`config.mk`:
```
export PLATFORM = sky130hd
export DESIGN_NAME = rf_port_arbiter
export DESIGN_NICKNAME = d
export VERILOG_FILES = /design/src/rtl/rf_port_arbiter.sv
export SDC_FILE = /design/constraint.sdc
export NUM_CORES = 1
export LEC_CHECK = 0
export ABC_CLOCK_PERIOD_IN_PS = 10200
export BUFFER_PORTS_ARGS = -buffer_cell sky130_fd_sc_hd__buf_2
export CORE_AREA = 2 2 203 205
export DETAILED_ROUTE_END_ITERATION = 8
export DIE_AREA = 0 0 205 207
export GPL_TIMING_DRIVEN = 0
export PLACE_DENSITY_LB_ADDON = 0.2
export SLEW_MARGIN = 20
export SYNTH_ARGS = -nofsm -noshare
export SYNTH_HDL_FRONTEND = slang
export SYNTH_SLANG_ARGS = --single-unit
```
`constraint.sdc`:
```
create_clock -name clk -period 10.2 [get_ports clk]
set_input_delay 0 -clock clk [delete_from_list [all_inputs] [get_ports clk]]
set_output_delay 0 -clock clk [all_outputs]
set_load 0.01 [all_outputs]
```
`src/rtl/rf_port_arbiter.sv`:
```
// Register-file port arbiter: round-robin shares two read ports among NUM_REQ requesters,
// arbitrates ALU/memory write-back with starvation promotion, and forwards same-cycle writes.
module rf_port_arbiter #(
   parameter int NUM_REQ    = 4,
   parameter int ADDR_W     = 6,
   parameter int DATA_W     = 64,
   parameter int ID_W       = 2,
   parameter int STARVE_MAX = 3
) (
   input  logic                      clk,
   input  logic                      reset,
   input  logic [NUM_REQ-1:0]        req_valid,
   input  logic [NUM_REQ*ADDR_W-1:0] req_addr,
   output logic [NUM_REQ-1:0]        req_ready,
   output logic                      rsp0_valid,
   output logic [ID_W-1:0]           rsp0_id,
   output logic [DATA_W-1:0]         rsp0_data,
   output logic                      rsp1_valid,
   output logic [ID_W-1:0]           rsp1_id,
   output logic [DATA_W-1:0]         rsp1_data,
   input  logic                      alu_wvalid,
   input  logic [ADDR_W-1:0]         alu_waddr,
   input  logic [DATA_W-1:0]         alu_wdata,
   output logic                      alu_wready,
   input  logic                      mem_wvalid,
   input  logic [ADDR_W-1:0]         mem_waddr,
   input  logic [DATA_W-1:0]         mem_wdata,
   output logic                      mem_wready,
   output logic [1:0]                rf_read_en,
   output logic [ADDR_W-1:0]         rf_raddr_0,
   output logic [ADDR_W-1:0]         rf_raddr_1,
   input  logic [DATA_W-1:0]         rf_rdata_0,
   input  logic [DATA_W-1:0]         rf_rdata_1,
   output logic                      rf_write_en,
   output logic [ADDR_W-1:0]         rf_waddr,
   output logic [DATA_W-1:0]         rf_wdata
);

   localparam int CNT_W = (STARVE_MAX < 1) ? 1 : $clog2(STARVE_MAX + 1);

   logic [ID_W-1:0]   ptr_q, ptr_d;
   logic [CNT_W-1:0]  starve_q, starve_d;
   logic              g0, g1;
   logic [ID_W-1:0]   g0_idx, g1_idx;
   logic [ADDR_W-1:0] a0, a1;
   logic              cnt_full, mem_win, alu_win;

   logic              rsp0_valid_q, rsp1_valid_q;
   logic [ID_W-1:0]   rsp0_id_q, rsp1_id_q;
   logic [DATA_W-1:0] rsp0_data_q, rsp1_data_q;

   // Outputs are gated by reset so they drop to zero the moment reset rises.
   always_comb begin : read_arb
      int              idx;
      logic [ID_W-1:0] sel;
      g0     = 1'b0;
      g1     = 1'b0;
      g0_idx = '0;
      g1_idx = '0;
      idx    = 0;
      sel    = '0;
      for (int k = 0; k < NUM_REQ; k++) begin
         idx = int'(ptr_q) + k;
         if (idx >= NUM_REQ) idx = idx - NUM_REQ;
         sel = ID_W'(idx);
         if (req_valid[sel] && !reset) begin
            if (!g0) begin
               g0     = 1'b1;
               g0_idx = sel;
            end else if (!g1) begin
               g1     = 1'b1;
               g1_idx = sel;
            end
         end
      end
   end

   always_comb begin
      req_ready = '0;
      if (g0) req_ready[g0_idx] = 1'b1;
      if (g1) req_ready[g1_idx] = 1'b1;
   end

   assign a0         = g0 ? req_addr[g0_idx*ADDR_W +: ADDR_W] : '0;
   assign a1         = g1 ? req_addr[g1_idx*ADDR_W +: ADDR_W] : '0;
   assign rf_read_en = {g1, g0};
   assign rf_raddr_0 = a0;
   assign rf_raddr_1 = a1;

   // Pointer moves past the last granted requester.
   always_comb begin
      ptr_d = ptr_q;
      if (g1) begin
         ptr_d = (g1_idx == ID_W'(NUM_REQ - 1)) ? '0 : g1_idx + 1'b1;
      end else if (g0) begin
         ptr_d = (g0_idx == ID_W'(NUM_REQ - 1)) ? '0 : g0_idx + 1'b1;
      end
   end

   assign cnt_full = (starve_q == CNT_W'(STARVE_MAX));
   assign mem_win  = !reset && mem_wvalid && (!alu_wvalid || cnt_full);
   assign alu_win  = !reset && alu_wvalid && !mem_win;

   always_comb begin
      starve_d = starve_q;
      if (!mem_wvalid || mem_win) begin
         starve_d = '0;
      end else if (alu_win && !cnt_full) begin
         starve_d = starve_q + 1'b1;
      end
   end

   assign alu_wready  = alu_win;
   assign mem_wready  = mem_win;
   assign rf_write_en = alu_win | mem_win;
   assign rf_waddr    = mem_win ? mem_waddr : (alu_win ? alu_waddr : '0);
   assign rf_wdata    = mem_win ? mem_wdata : (alu_win ? alu_wdata : '0);

   always_ff @(posedge clk or posedge reset) begin
      if (reset) begin
         ptr_q        <= '0;
         starve_q     <= '0;
         rsp0_valid_q <= 1'b0;
         rsp0_id_q    <= '0;
         rsp0_data_q  <= '0;
         rsp1_valid_q <= 1'b0;
         rsp1_id_q    <= '0;
         rsp1_data_q  <= '0;
      end else begin
         ptr_q        <= ptr_d;
         starve_q     <= starve_d;
         rsp0_valid_q <= g0;
         rsp0_id_q    <= g0 ? g0_idx : '0;
         rsp1_valid_q <= g1;
         rsp1_id_q    <= g1 ? g1_idx : '0;
         // A write landing this edge supersedes the file's stale read value.
         rsp0_data_q  <= !g0 ? '0 : ((rf_write_en && rf_waddr == a0) ? rf_wdata : rf_rdata_0);
         rsp1_data_q  <= !g1 ? '0 : ((rf_write_en && rf_waddr == a1) ? rf_wdata : rf_rdata_1);
      end
   end

   assign rsp0_valid = rsp0_valid_q;
   assign rsp0_id    = rsp0_id_q;
   assign rsp0_data  = rsp0_data_q;
   assign rsp1_valid = rsp1_valid_q;
   assign rsp1_id    = rsp1_id_q;
   assign rsp1_data  = rsp1_data_q;

endmodule
```
---- Word level (Yosys, flattened, before mapping) ----
Index checks and enable logic that the tools add are counted.
word-level totals
  bits in registers ....................... 138
  input bits .............................. 300
  output and inout port bits .............. 225
  logic and storage cells ................. 124
cells by class
  add/subtract/negate cells ............... 10
  $mul .................................... 2
  order comparisons ....................... 12
  equality and inequality tests ........... 5
  shift-type cells ........................ 2
  muxes and demuxes ....................... 61
  bitwise operators ....................... 2
  reduce and logical (&&, ||, !) cells .... 22
operator list
  cell                                                        number
  two-way mux 64 bit                                          6
  two-way mux 2 bit                                           27
  indexed part select 24 x 6 -> 6 bit                         2
  two-way mux 6 bit                                           4
  less-than comparator 2 x 3 -> 1 bit, second input constant  6
  two-way mux 1 bit                                           16
  logical AND 1 bit                                           13
  == test 6 bit                                               2
  >= comparator 3 bit, second input constant                  3
  binary-select mux 1 bit (select 2 bit)                      4
  multiplier 2 x 2 -> 4 bit, second input constant            2
  two-way mux 4 bit                                           2
  subtractor 2 x 1 -> 2 bit, second input constant            4
  adder 2 x 1 -> 2 bit, second input constant                 3
  adder 2 x 2 -> 3 bit, second input constant                 2
  == test 2 bit, second input constant                        3
  logical NOT 1 bit                                           5
  demux 1 bit (select 2 bit)                                  2
  >= comparator 2 x 1 -> 1 bit, second input constant         2
  bitwise OR 4 bit                                            1
  nonzero test 2 bit                                          2
  adder 2 x 1 -> 3 bit, second input constant                 1
  >= comparator 2 x 3 -> 1 bit, second input constant         1
  logical OR 1 bit                                            2
  bitwise OR 1 bit                                            1

---- Depth between registers and ports, before layout ----
Gate-level depths: netlist of run 1.
  depth after elaboration ................. 21
  depth in mapped cells ................... 19
  gate-level depth less buffers ........... 14

---- Worst setup path after synthesis of run 1 ----
Ideal clock, no wire load.
  path type ............................... input -> register
  start point ............................. input reset
  end point ............................... register rsp0_data_q[10] (netlist: rsp0_data[10])
  setup time .............................. 0.079 ns
  data arrival time ....................... 7.923 ns
  data required time ...................... 10.121 ns
  setup slack ............................. 2.197 ns
  cell stages on the path ................. 16
  path buffers ............................ 4
  path through ............................ buf_2 -> clkinv_1 -> clkbuf_1 -> and2_1 -> ha_1 -> o21ai_0 -> o221ai_1 -> a22oi_4 -> mux2i_1 -> or4b_1 -> o22ai_1 -> o22ai_2 -> a21oi_2 -> buf_6 -> buf_12 -> mux2i_1
on the way
  cells in the longest elaborated chain, start to end .. 16
  elaborated cells on any way between the ends .. 33
  those cells by class .................... 1 x mul; 1 x eq/ne; 1 x shift; 18 x mux; 1 x bitwise; 11 x reduce/logical
ends and longest elaborated chain
  element                                                 RTL line  source
  start: declaration                                      11        input logic reset,
  logical NOT 1 bit (no source line) *                    n/a
  logical AND 1 bit                                       66        if (req_valid[sel] && !reset) begin
  two-way mux 2 bit or two-way mux 1 bit (tied branches)  66
  two-way mux 2 bit                                       67        if (!g0) begin
  two-way mux 2 bit                                       66
  two-way mux 2 bit                                       67
  two-way mux 2 bit                                       66
  two-way mux 2 bit                                       67
  two-way mux 2 bit                                       66
  multiplier 2 x 2 -> 4 bit                               84        assign a0 = g0 ? req_addr[g0_idx*ADDR_W +: ADDR_W] : '0;
  indexed part select 24 x 6 -> 6 bit                     84
  two-way mux 6 bit                                       84
  == test 6 bit                                           137       rsp0_data_q <= !g0 ? '0 : ((rf_write_en && rf_waddr == a0) ? rf_wdata : rf_rdata_0);
  logical AND 1 bit                                       137
  two-way mux 64 bit                                      137
  two-way mux 64 bit *                                    137
  end signal: assignment                                  137
  end: declaration                                        50        logic [DATA_W-1:0] rsp0_data_q, rsp1_data_q;
Every way passes the cells marked *; elsewhere a longest branch is shown, timed or not.
A chain may end at the register's enable or synchronous reset.

---- Worst setup path in the final report of run 1 ----
  start point ............................. input reset
  end point ............................... register rsp0_data_q[58] (netlist: rsp0_data[58])
The elaborated chain is that of the path after synthesis.

==> impl_results.md, run 1 <==
- Cell Count, Final, Fillers Out: between 2000 and 2500
- Critical Path Sink Type: register
- CTS tree: done
- Worst r2r src: ptr_q[0]
- FF-to-FF setup slack: slightly below 5000 ps
- Crit path DAT: around 6000 ps
- Biggest area consumer among synthesized cells: dfrtp_1
- Clock Latency Late Sink: between 400 and 500 ps
- Vias: around 11000
- Area of the mapped netlist: 9552 um^2
- Layout cells sized above 1: 0.4392
- Iteration-0 DRC Markers: 541
- Post-Synthesis Cells: 1000
- Initial DRT Pass Iterations: 5
- Cell internal pwr: roughly 0.0016 W
- Clk pin slew, worst setup/hold paths: around 70 ps
- Number of global-route vias before repair: roughly 11000
- Flops & latches, synth: approximately 140
- GP Congestion: approximately 0.88
- Syn_area_per_cell: 9.552 um^2
- Routed len/inst: about 22 um
- Register area share after synthesis: 0.3615
- Io pins: approximately 530
- Maxcap violations: 0
- Leading cell type in the layout, fill and taps excluded: buf_2
- Final hold vios: 0
- Post-CTS Hold Buffers: 142
- CTS buffer count: 17
- H-Tree Depth: 4
- R2R Path End: rsp0_data[58]
- Slew HR: 0.3262
- Post-synthesis xor/xnor area fraction: 0.006419
- Clock skew: 10.14 ps
- Hold path depth: 4
- Hold Path Sink: rsp1_data[52]
- PwrDens: 186.5 nW/um^2
- Ranking of synthesized cells by area: dfrtp_1 36%, nor3_2 9.9%, mux2i_1 9.2%
- EDFF count, synth: 0
- IO buf count: approximately 520
- Fmax: approximately 180 MHz
- Sw Share: 0.4233
- Row count: 74
- Worst EP required: approximately 11000 ps
- Placed insts: 2059
- Switching pwr: approximately 0.0012 W
- Status: finished clean
- Tmin final: about 5600 ps
- RSZ-0062 raised after global routing: false
- Residual DRC count: 0
- Worst vdd ir: approximately 0.11 mV
- Critical path type: in -> reg
- Largest family of logic cells by synthesized area: simple AND/OR/NAND/NOR gates
- Die area: 42440 um^2
- Power share of the combinational group: 0.507
- Clock Sinks: 138
- Cell variety after synth: between 90 and 100
- Leak: just over 7 nW
- Flop pwr share: 0.244
- Antenna viol nets, final: 0
- Post-Synth Adder-Cell Area: 0.01546
- Post-Syn Nets: ~1300
- Core Region: slightly above 40000 um^2
- Chip height: around 210 um
- Leading cell types in the layout, fill and taps excluded: 540 x buf_2, 158 x nand2_1, 142 x dlygate4sd3_1
- Area delta synth->final: 57.01%
- Initial core utilization: 0.2366
- Clock share of power: 0.249
- Root buffer cell: clkbuf_16
- Maximum fanout along the worst path: between 40 and 50
- Fraction of the cycle the final worst path needs: 0.5493
- Routed WL: between 40 and 50 mm
- Post-CTS Resized: 0
- Post-synthesis mux area share: 0.1117
- Max Transition Viols Final: 0
- Nets: approximately 2000
- Ys flop type: dfrtp_1
- Top cell type's share of synthesized area: 0.3615
- Post-DP HPWL: 37.07 mm
- Hold Crit Start: alu_wdata[52]
- Largest net degree at the start of global routing: 45
- Grt ovf: 0
- Longest Clk Path Bufs: 2
- Compound-Gate Fraction of Synth Area: 0.1822
- Fraction of registers with async set/reset: 1.000
- Initial antenna violation count: 1
- First-pass GRT wire length: 70.08 mm
- Syn. warnings: 0
- Reg2Reg Depth: 15
- WHS: between 20 and 30 ps
- Die W: roughly 210 um
- CP startpoint kind: input pin
- Post-CTS Setup Inserts: 0
- Setup-failing EPs final: 0
- Worst slew pin tran: between 1000 and 1500 ps
- Synth Area in Simple Gates: 0.2451
- Total Routing Usage GR: 0.2210
- Worst hold path type: in -> reg
- Via/cell ratio: 4.809
[synthesized netlist by cell type (all sizes together) (8+ instances only)]
cell and number:
a22o 74, dfrtp 138, ha 11, o21ai 12
inv 16, nand2 158, nor2 25, a21oi 80
nor3 137, clkbuf 38, mux2i 89, and2 9
mux2 11, nor4 9, buf 59, a31oi 8
[registers in the layout (all words and copies together), names as in the netlist]
| signal | count |
|---|---|
| rsp1_valid | 1 |
| rsp1_id | 2 |
| ptr_q | 2 |
| rsp0_id | 2 |
| starve_q | 2 |
| rsp0_data | 64 |
| rsp0_valid | 1 |
| rsp1_data | 64 |
[through the flow]
step                power, W  area [um^2]  worst slack [ps]    util  TNS [ps]
global route        0.002958        15000              4228  0.3715         0
finish              0.002797        15000              4597  0.3715         0
CTS                 0.002826        14990              4662  0.3713         0
global placement    0.002041        12830             -2911  0.3178   -281990
floorplan           0.001526         9552              2197       -         0
detailed placement  0.002057        12930              4999  0.3204         0
[layer usage]
metal / up-vias / wire (um) / track usage / part of all wire
li1: 5021 / - / - / -
met1: 5226 / 20800 / 0.2778 / 0.43
met2: 439 / 22820 / 0.3705 / 0.47
met3: 57 / 2937 / 0.04846 / 0.061
met4: 0 / 1491 / 0.07839 / 0.031
met5: - / 0 / 0 / 0
[power groups by stage]
stage / Combinational, W / Sequential (W) / Clock (W)
floorplan: 0.000780 / 0.000746 / 0
global placement: 0.00135 / 0.000691 / 0
detailed placement: 0.00137 / 0.000691 / 0
CTS: 0.00143 / 0.000682 / 0.000714
global route: 0.00153 / 0.000692 / 0.000740
finish: 0.00142 / 0.000682 / 0.000697
[cells by family (layout without fill, tap and decap cells)]
| logic type | after synthesis | count (layout) |
|---|---|---|
| and+or+nand+nor | 387 | 387 |
| buffers and inverters | 117 | 818 |
| DFF | 138 | 138 |
| xor gates and xnor gates | 7 | 7 |
| other | 0 | 1 |
| adders and majority gates | 12 | 12 |
| muxes | 102 | 102 |
| AOI/OAI and AO/OA | 237 | 237 |
[area by class of cell]
type	count	area, um^2
Timing Repair Buffer	669	4120
Antenna cell	1	2.502
Fill cell	4241	25370
Clock inverter	13	181.4
Multi-Input combinational cell	745	5374
Sequential cell	138	3453
Tap cell	532	665.6
Inverter	20	76.32
Buffer	97	670.6
Clock buffer	19	452.9
[worst max-delay path by stage]
stage                      from             to  slack (ps)  depth (start not counted)
after floorplan           reset  rsp0_data[10]        2200                         16
after global placement    reset  rsp0_data[61]       -2910                         10
after detailed placement  reset  rsp1_data[25]        5000                         20
after CTS                 reset  rsp0_data[56]        4660                         19
after global routing      reset  rsp0_data[56]        4230                         19
final                     reset  rsp0_data[58]        4600                         19
[worst max-delay path, cell delays in order]
cell           delay, ps
dlygate4sd3_1        520
buf_2                210
clkinv_1             270
clkbuf_4             510
buf_16               330
and2_1               200
ha_1                 370
o21ai_0              200
o221ai_1             180
a22oi_4              470
mux2i_1              500
or4b_1               470
o22ai_1              200
o22ai_2              160
a21oi_2              150
buf_6                250
buf_12               190
mux2i_1              190
dlygate4sd3_1        560
No activity file was read; power rests on OpenSTA's default activity.
==> run 2: changes to the inputs <==
Settings changed: ABC_AREA set to 1, ABC_CLOCK_PERIOD_IN_PS 10200 to 5550, CORE_AREA 2 2 203 205 to 2 2 206 208, DIE_AREA 0 0 205 207 to 0 0 208 210.
Clock period 10.2 ns to 5.55 ns, I/O delays scaled along.
==> run 2 against run 1 <==
Compared with the run above:
- final cell count up 14%
- sequential share of layout area up 1.1 points
- global-route usage down 2.0 points
- non-clock buffer count down 24
- total power rose to 2.9 times the previous value
- clock skew about the same
- sequential cell count unchanged
- synthesized area down 5.1%
- largest cell class is now non-clock buffers
- largest power group unchanged
==> impl_results.md, run 2 <==
- First-pass GRT wire length: 66.95 mm (-4.5%)
- Pre-CTS WS: 1193 ps (-3806 ps)
- Clock Latency Late Sink: 440 ps (about the same)
- CP startpoint: reset
- CTS tree: done
- Post-DP HPWL: 34.56 mm (-6.8%)
- Initial core utilization: 0.2186 (-0.01803)
- Initial antenna violation count: 0 (-1)
- IO buf count: 524 (+0.38%)
- Root buffer cell: clkbuf_16
- Number of global-route vias before repair: 11424 (+3.6%)
- CP Depth: 23 (+4)
- Max Transition Viols Final: 0 (unchanged)
- Maxcap violations: 0 (unchanged)
- Chip height: 210 um (+1.4%)
- Fmax: ~230 MHz
- Iteration-0 DRC Markers: 571 (+5.5%)
- Routed len/inst: 17.50 um (-19%)
- Routed WL: 44.66 mm (-7.1%)
- Final hold vios: 0 (unchanged)
- Crit path DAT: 4600 ps (-1390 ps)
- Grt ovf: 0 (unchanged)
- Status: finished clean
- Leak: 8.277 nW (+16%)
- Most frequent CP cell: nand2_1
- Post-Synthesis Cells: 1325 (+33%)
- Post-CTS Setup Inserts: 0 (unchanged)
- Register area share after synthesis: 0.3809 (+0.01936)
- Fraction of the cycle the final worst path needs: 0.7719
- Leading cell types in the layout, fill and taps excluded: 548 x buf_2, 271 x nor2_1, 243 x inv_1
- CP startpoint kind: input pin
- Area of the mapped netlist: 9066 um^2 (-5.1%)
- Longest Clk Path Bufs: 2 (unchanged)
- EDFF count, synth: 0 (unchanged)
- Core Region: 41480 um^2 (+2.7%)
- Leading cell type in the layout, fill and taps excluded: buf_2
- Clk pin slew, worst setup/hold paths: 60 ps (about the same)
- Via/cell ratio: 4.371 (-9.1%)
- Design area: 14310 um^2 (-4.6%)
- Vias: 11155 (+3.8%)
- Initial DRT Pass Iterations: 5 (unchanged)
- Crit path setup slack, layout: 1266 ps (-3331 ps)
- Nets: 2310 (+16%)
- Top cell type's share of synthesized area: 0.3809 (+0.01936)
- R2R Path End: rsp0_data[55]
- Row count: 75 (+1.4%)
- Worst EP required: 5870 ps (-4720 ps)
- Tmin final: about 4300 ps
- Worst hold path type: in -> reg
- Count leader, synth: nor2_1
- Syn_area_per_cell: 6.842 um^2 (-28%)
- Residual DRC count: 0 (unchanged)
- CP Capture Point: rsp0_data[55]
- Cell variety after synth: 32 (-65%)
- Flops & latches, synth: 138 (unchanged)
- Antenna viol nets, final: 0 (unchanged)
- WHS: 35.17 ps (+9.092 ps)
- Slew HR: 0.3915 (+0.06539)
- Critical path's top delay family: simple AND/OR/NAND/NOR gates
- Area delta synth->final: 57.80%
- Cell area after placement: 12400 um^2 (-4.1%)
- Post-Syn Nets: 1636 (+25%)
- Placed insts: 2389 (+16%)
- Critical path type: in -> reg
- Reg area: 3453 um^2 (unchanged)
- Syn. warnings: 0 (unchanged)
- RSZ-0062 raised after global routing: false
- Worst vdd ir: 0.2911 mV (+170%)
- Setup tns final: 0 ps (unchanged)
- Ranking of synthesized cells by area: dfrtp_1 38%, nor2_1 11%, inv_1 10%
- Die area: 43680 um^2 (+2.9%)
- GP Congestion: 0.8780 (+0.25%)
- Critical Path Sink Type: register
- Largest net degree at the start of global routing: 85 (+89%)
- Post-synth top cells: 271 x nor2_1, 243 x inv_1, 228 x nand2_1
- Filler cell count: 4555 (+7.4%)
- Reg2Reg Depth: 15 (unchanged)
- CTS buffer count: 17 (unchanged)
- PwrDens: 557.3 nW/um^2 (+200%)
- H-Tree Depth: 4 (unchanged)
- Cell Count, Final, Fillers Out: 2552 (+14%)
- Area occupied by multi-input gates: 4066 um^2 (-24%)
- Clock Sinks: 138 (unchanged)
- FF-to-FF setup slack: 1570 ps (-3360 ps)
- Layout cells sized above 1: 0.3345 (-0.1047)
- Setup-failing EPs final: 0 (unchanged)
- Worst slew pin tran: 911.7 ps (-99.07 ps)
- Die W: 208 um (+1.5%)
- Fraction of registers with async set/reset: 1.000 (unchanged)
- Ys flop type: dfrtp_1
- Maximum fanout along the worst path: 84 (+91%)
- WP buf/inv: 7 (-1)
- Total Routing Usage GR: 0.2012 (-0.01979)
- Max stage delay cell, worst path: nor2_2
- Worst r2r src: starve_q[0]
- Clock skew: 10.46 ps (+0.3183 ps)
- Max incr delay on CP: 690 ps (+130 ps)
- Biggest area consumer among synthesized cells: dfrtp_1
- Critical-path cell list: dlygate4sd3_1, buf_2, inv_8, buf_16, nand3_2, inv_1, ha_1, nand2_1, nand2_1, nand2_1, nand3_2, nand2_4, buf_6, nand2_1, nand3_1, nand3_1, nand2_1, nand2_1, nor2_2, buf_2, nand4_1, nand2_1, nor2_1
- Io pins: 525 (unchanged)
run 2: changes by cell type after synthesis, moves of 67 or more:
cell and delta:
nand3_1 +125, nand2_1 +70, a22o_1 -70, nor3_2 -94
inv_1 +229, o22ai_1 +67, nand4_1 +74, nor2_1 +247
mux2i_1 -88, a21oi_1 -77
run 2: kinds of logic (layout without fill, tap and decap cells):
logic type,Yosys count,in the layout,share of synthesized area
and+or+nand+nor,745,745,0.3734
buffers and inverters,347,1034,0.1706
DFF,138,138,0.3809
AOI/OAI and AO/OA,83,83,0.05893
adders and majority gates,11,11,0.01518
xor gates and xnor gates,1,1,0.0009662
other,0,1,0
run 2: power by group:
group	switching [W]	internal [W]
Clock	0.000525	0.000713
Combinational	0.00342	0.00170
Sequential	0.000146	0.00147
run 2: how the worst min path moves through the flow:
stage	cells after the start	slack, ps	end	from
after detailed placement	2	100	starve_q[1]	reset
after floorplan	2	140	starve_q[0]	mem_wvalid
after global placement	3	230	rsp1_data[11]	rf_rdata_1[11]
after CTS	7	7	starve_q[1]	alu_wvalid
final	7	40	starve_q[1]	alu_wvalid
after global routing	7	60	starve_q[1]	alu_wvalid
run 2: cell type report:
type	count	share of cell area
multi-input cells	840	0.2842
repair buffers	655	0.2762
flip-flops and latches	138	0.2414
inverters	260	0.06927
well taps	539	0.04714
plain buffers	87	0.03962
clock buffers	19	0.03026
clock inverters	13	0.01172
diodes	1	0.0001749
run 2: routing by layer:
layer | share of wire | up-vias | GRT usage
li1 | - | 5482 | -
met1 | 0.42 | 5212 | 0.2503
met2 | 0.50 | 422 | 0.3556
met3 | 0.056 | 39 | 0.03933
met4 | 0.021 | 0 | 0.05307
met5 | 0 | - | 0
run 2: tightest hold or removal path: cells and delay by family:
kind            cells  cell delay (ps)
simple gates        3              140
compound gates      1               60
buf+inv             3              230
run 2: per-stage QoR:
| stage | total power (W) | util |
|---|---|---|
| after global routing | 0.008651 | 0.3449 |
| after CTS | 0.008077 | 0.3449 |
| after detailed placement | 0.006737 | 0.2990 |
| after floorplan | 0.004733 | - |
| after global placement | 0.006723 | 0.2981 |
| final | 0.007973 | 0.3449 |
run 2: repair_timing:
item / 4_1_cts / 5_1_grt
hold endpoints to repair: 191 / 0
resized for setup: 0 / 0
hold buffers: 130 / 0
==> run 3: changes to the inputs <==
Settings changed: ABC_CLOCK_PERIOD_IN_PS 5550 to 3900, CORE_AREA 2 2 206 208 to 2 2 203 205, DIE_AREA 0 0 208 210 to 0 0 205 207.
Clock period 5.55 ns to 3.9 ns, I/O delays scaled along.
==> run 3 against run 2 <==
Compared with the run above:
- cell area increased by 1.2%
- clock skew decreased by 3.6 ps
- critical endpoint is now rsp1_data[49]
- setup slack lost 910 ps
- sequential share of layout area shrank 0.30 points
- critical path depth increased by 2
==> impl_results.md, run 3 (synthesis results as in run 2) <==
- Status: finished clean
- N_diodes: 0 (-1)
- FF-to-FF setup slack: 350 ps (-1220 ps)
- PwrDens: 800.9 nW/um^2 (+44%)
- Vias: 11209 (+0.48%)
- Clock Latency Late Sink: 440 ps (about the same)
- Max Transition Viols Final: 0 (unchanged)
- H-Tree Depth: 4 (unchanged)
- Post-DP HPWL: 33.66 mm (-2.6%)
- Root buffer cell: clkbuf_16
- Io pins: 525 (unchanged)
- Layout cells sized above 1: 0.3399 (+0.005438)
- Row count: 74 (-1.3%)
- Critical Path Sink Type: register
- Routed WL: 43.85 mm (-1.8%)
- Final hold vios: 0 (unchanged)
- WP buf/inv: 6 (-1)
- Slew HR: 0.5404 (+0.1489)
- Area delta synth->final: 59.76%
- Max stage delay cell, worst path: nor2_4
- RSZ-0062 raised after global routing: false
- GP Congestion: 0.8739 (-0.47%)
- Sw Share: 0.5076 (-0.005194)
- Clock skew: 6.910 ps (-3.550 ps)
- Nets: 2319 (+0.39%)
- Maxcap violations: 0 (unchanged)
- Via/cell ratio: 4.391 (+0.44%)
- Grt ovf: 0 (unchanged)
- Worst slew pin tran: 689.3 ps (-222.4 ps)
- Leading cell types in the layout, fill and taps excluded: 548 x buf_2, 270 x nor2_1, 243 x inv_1
- Power share of the combinational group: 0.658 (+0.016)
- Worst r2r src: ptr_q[0]
- Worst hold path type: in -> reg
- Iteration-0 DRC Markers: 567 (-0.70%)
- Initial core utilization: 0.2246 (+0.006002)
- IO buf count: 524 (unchanged)
- Die W: 205 um (-1.4%)
- Reg2Reg Depth: 25 (+10)
- Clk pin slew, worst setup/hold paths: 60 ps (about the same)
- Cell area after placement: 12390 um^2 (about the same)
- CTS buffer count: 17 (unchanged)
- CTS tree: done
- Leading cell type in the layout, fill and taps excluded: buf_2
- Switching pwr: 0.005888 W (+44%)
- Hold Path Sink: rsp1_data[61]
- Fraction of the cycle the final worst path needs: 0.9092
- Design area: 14480 um^2 (+1.2%)
- Filler cell count: 4413 (-3.1%)
- Largest net degree at the start of global routing: 78 (-8.2%)
- Flop pwr share: 0.196 (-0.007)
- Residual DRC count: 0 (unchanged)
- Number of global-route vias before repair: 11362 (-0.54%)
- Pre-CTS WS: -306.8 ps (-1500 ps)
- Cell internal pwr: 0.005712 W (+47%)
- Crit path DAT: 3860 ps (-740 ps)
- First-pass GRT wire length: 65.05 mm (-2.8%)
- Total Routing Usage GR: 0.2021 (+0.0009164)
- Routed len/inst: 17.18 um (-1.8%)
- R2R Path End: rsp1_data[49]
- Critical path type: reg -> reg
- Longest Clk Path Bufs: 2 (unchanged)
- Clock Sinks: 138 (unchanged)
- Hold Crit Start: alu_wdata[61]
- Max incr delay on CP: 510 ps (-180 ps)
- Hold path depth: 7 (unchanged)
- Die area: 42440 um^2 (-2.9%)
- Antenna viol nets, final: 0 (unchanged)
- Tmin final: roughly 3500 ps
- Core Region: 40370 um^2 (-2.7%)
- Critical path's top delay family: simple AND/OR/NAND/NOR gates
- Worst vdd ir: 0.4295 mV (+48%)
- Worst EP required: 4210 ps (-1660 ps)
- Leak: 8.346 nW (+0.83%)
- Setup-failing EPs final: 0 (unchanged)
- CP startpoint kind: register
- Fmax: between 200 and 300 MHz
- Initial antenna violation count: 0 (unchanged)
- Initial DRT Pass Iterations: 6 (+1)
- Maximum fanout along the worst path: 11 (-87%)
- Chip height: 207 um (-1.4%)
- Crit path setup slack, layout: 354.2 ps (-912.0 ps)
- Clock share of power: 0.146 (-0.009)
- Most frequent CP cell: nand2_1
-- run 3: changes by cell type in the layout (fill, tap and decap cells not counted), moves of 2 or more --
| cell | change |
|---|---|
| buf_6 | +2 |
| inv_6 | +2 |
| buf_12 | +7 |
| nand2_2 | +3 |
| nand2_1 | -3 |
| nor2_2 | -2 |
| nor2_4 | +3 |
-- run 3: what timing repair did --
action / in CTS / in global routing
setup endpoints to repair: 122 / 104
gates resized for setup: 3 / 13
hold buffers: 131 / 0
pin swaps: 0 / 3
gates cloned: 0 / 1
setup buffers: 0 / 7
hold endpoints to repair: 191 / 0
-- run 3: cell type report --
class                   count  area (um^2)  share of cell area
flip-flops and latches    138         3453              0.2384
clock buffers              18        429.2             0.02963
plain buffers              87        576.8             0.03982
multi-input cells         840         4104              0.2833
inverters                 260        991.0             0.06842
well taps                 532        665.6             0.04596
clock inverters            14        157.7             0.01088
repair buffers            664         4106              0.2835
-- run 3: worst max path at each step --
stage	depth (start not counted)	from	to	slack, ps
detailed placement	15	starve_q[0]	rsp0_data[24]	-310
floorplan	20	reset	rsp0_data[54]	620
finish	25	ptr_q[0]	rsp1_data[49]	350
global placement	13	reset	rsp0_data[26]	-1720
global route	14	ptr_q[0]	req_ready[2]	40
CTS	11	ptr_q[0]	req_ready[1]	60
-- run 3: per-stage QoR --
stage / total power [W] / setup TNS [ps] / hold slack [ps] / utilization / std cells
2_1_floorplan: 0.006736 / 0 / 139.5 / - / 1325
3_3_place_gp: 0.009522 / -270930 / 232.7 / 0.3061 / 2381
3_5_place_dp: 0.009558 / -23020 / 139.2 / 0.3070 / 2382
4_1_cts: 0.01143 / 0 / 43.81 / 0.3544 / 2545
5_1_grt: 0.01255 / 0 / 89.48 / 0.3588 / 2553
6_report: 0.01160 / 0 / 74.50 / 0.3588 / 2553
-- run 3: layer usage --
| layer | routed length (um) | vias up | GRT usage |
|---|---|---|---|
| li1 | - | 5496 | - |
| met3 | 2762 | 57 | 0.04043 |
| met4 | 1159 | 0 | 0.06971 |
| met5 | 0 | - | 0 |
| met2 | 21470 | 459 | 0.3508 |
| met1 | 18460 | 5197 | 0.2473 |
-- run 3: power groups by stage --
stage	Combinational [W]	Sequential, W	Clock [W]
detailed placement	0.00726	0.00230	0
finish	0.00764	0.00227	0.00169
CTS	0.00740	0.00228	0.00174
global route	0.00841	0.00234	0.00180
global placement	0.00722	0.00230	0
floorplan	0.00407	0.00266	0
-- run 3: worst register-to-register path, stage by stage (launching register included) --
cell and delay, ps:
dfrtp_1 480, inv_2 70, buf_6 150, nand2_2 70, nand3_1 120, nand3_4 140
inv_1 80, ha_1 180, nand2_1 60, nand2_1 50, nand2_1 100, nand2_4 80
nand2_4 100, buf_6 170, nand2_1 70, nand3_1 100, nand3_1 130, nand2_1 90
nand2_1 70, inv_2 70, nand2_1 80, nor2_4 510, buf_6 240, nand3_1 70
nand2_1 60, nor2_1 80
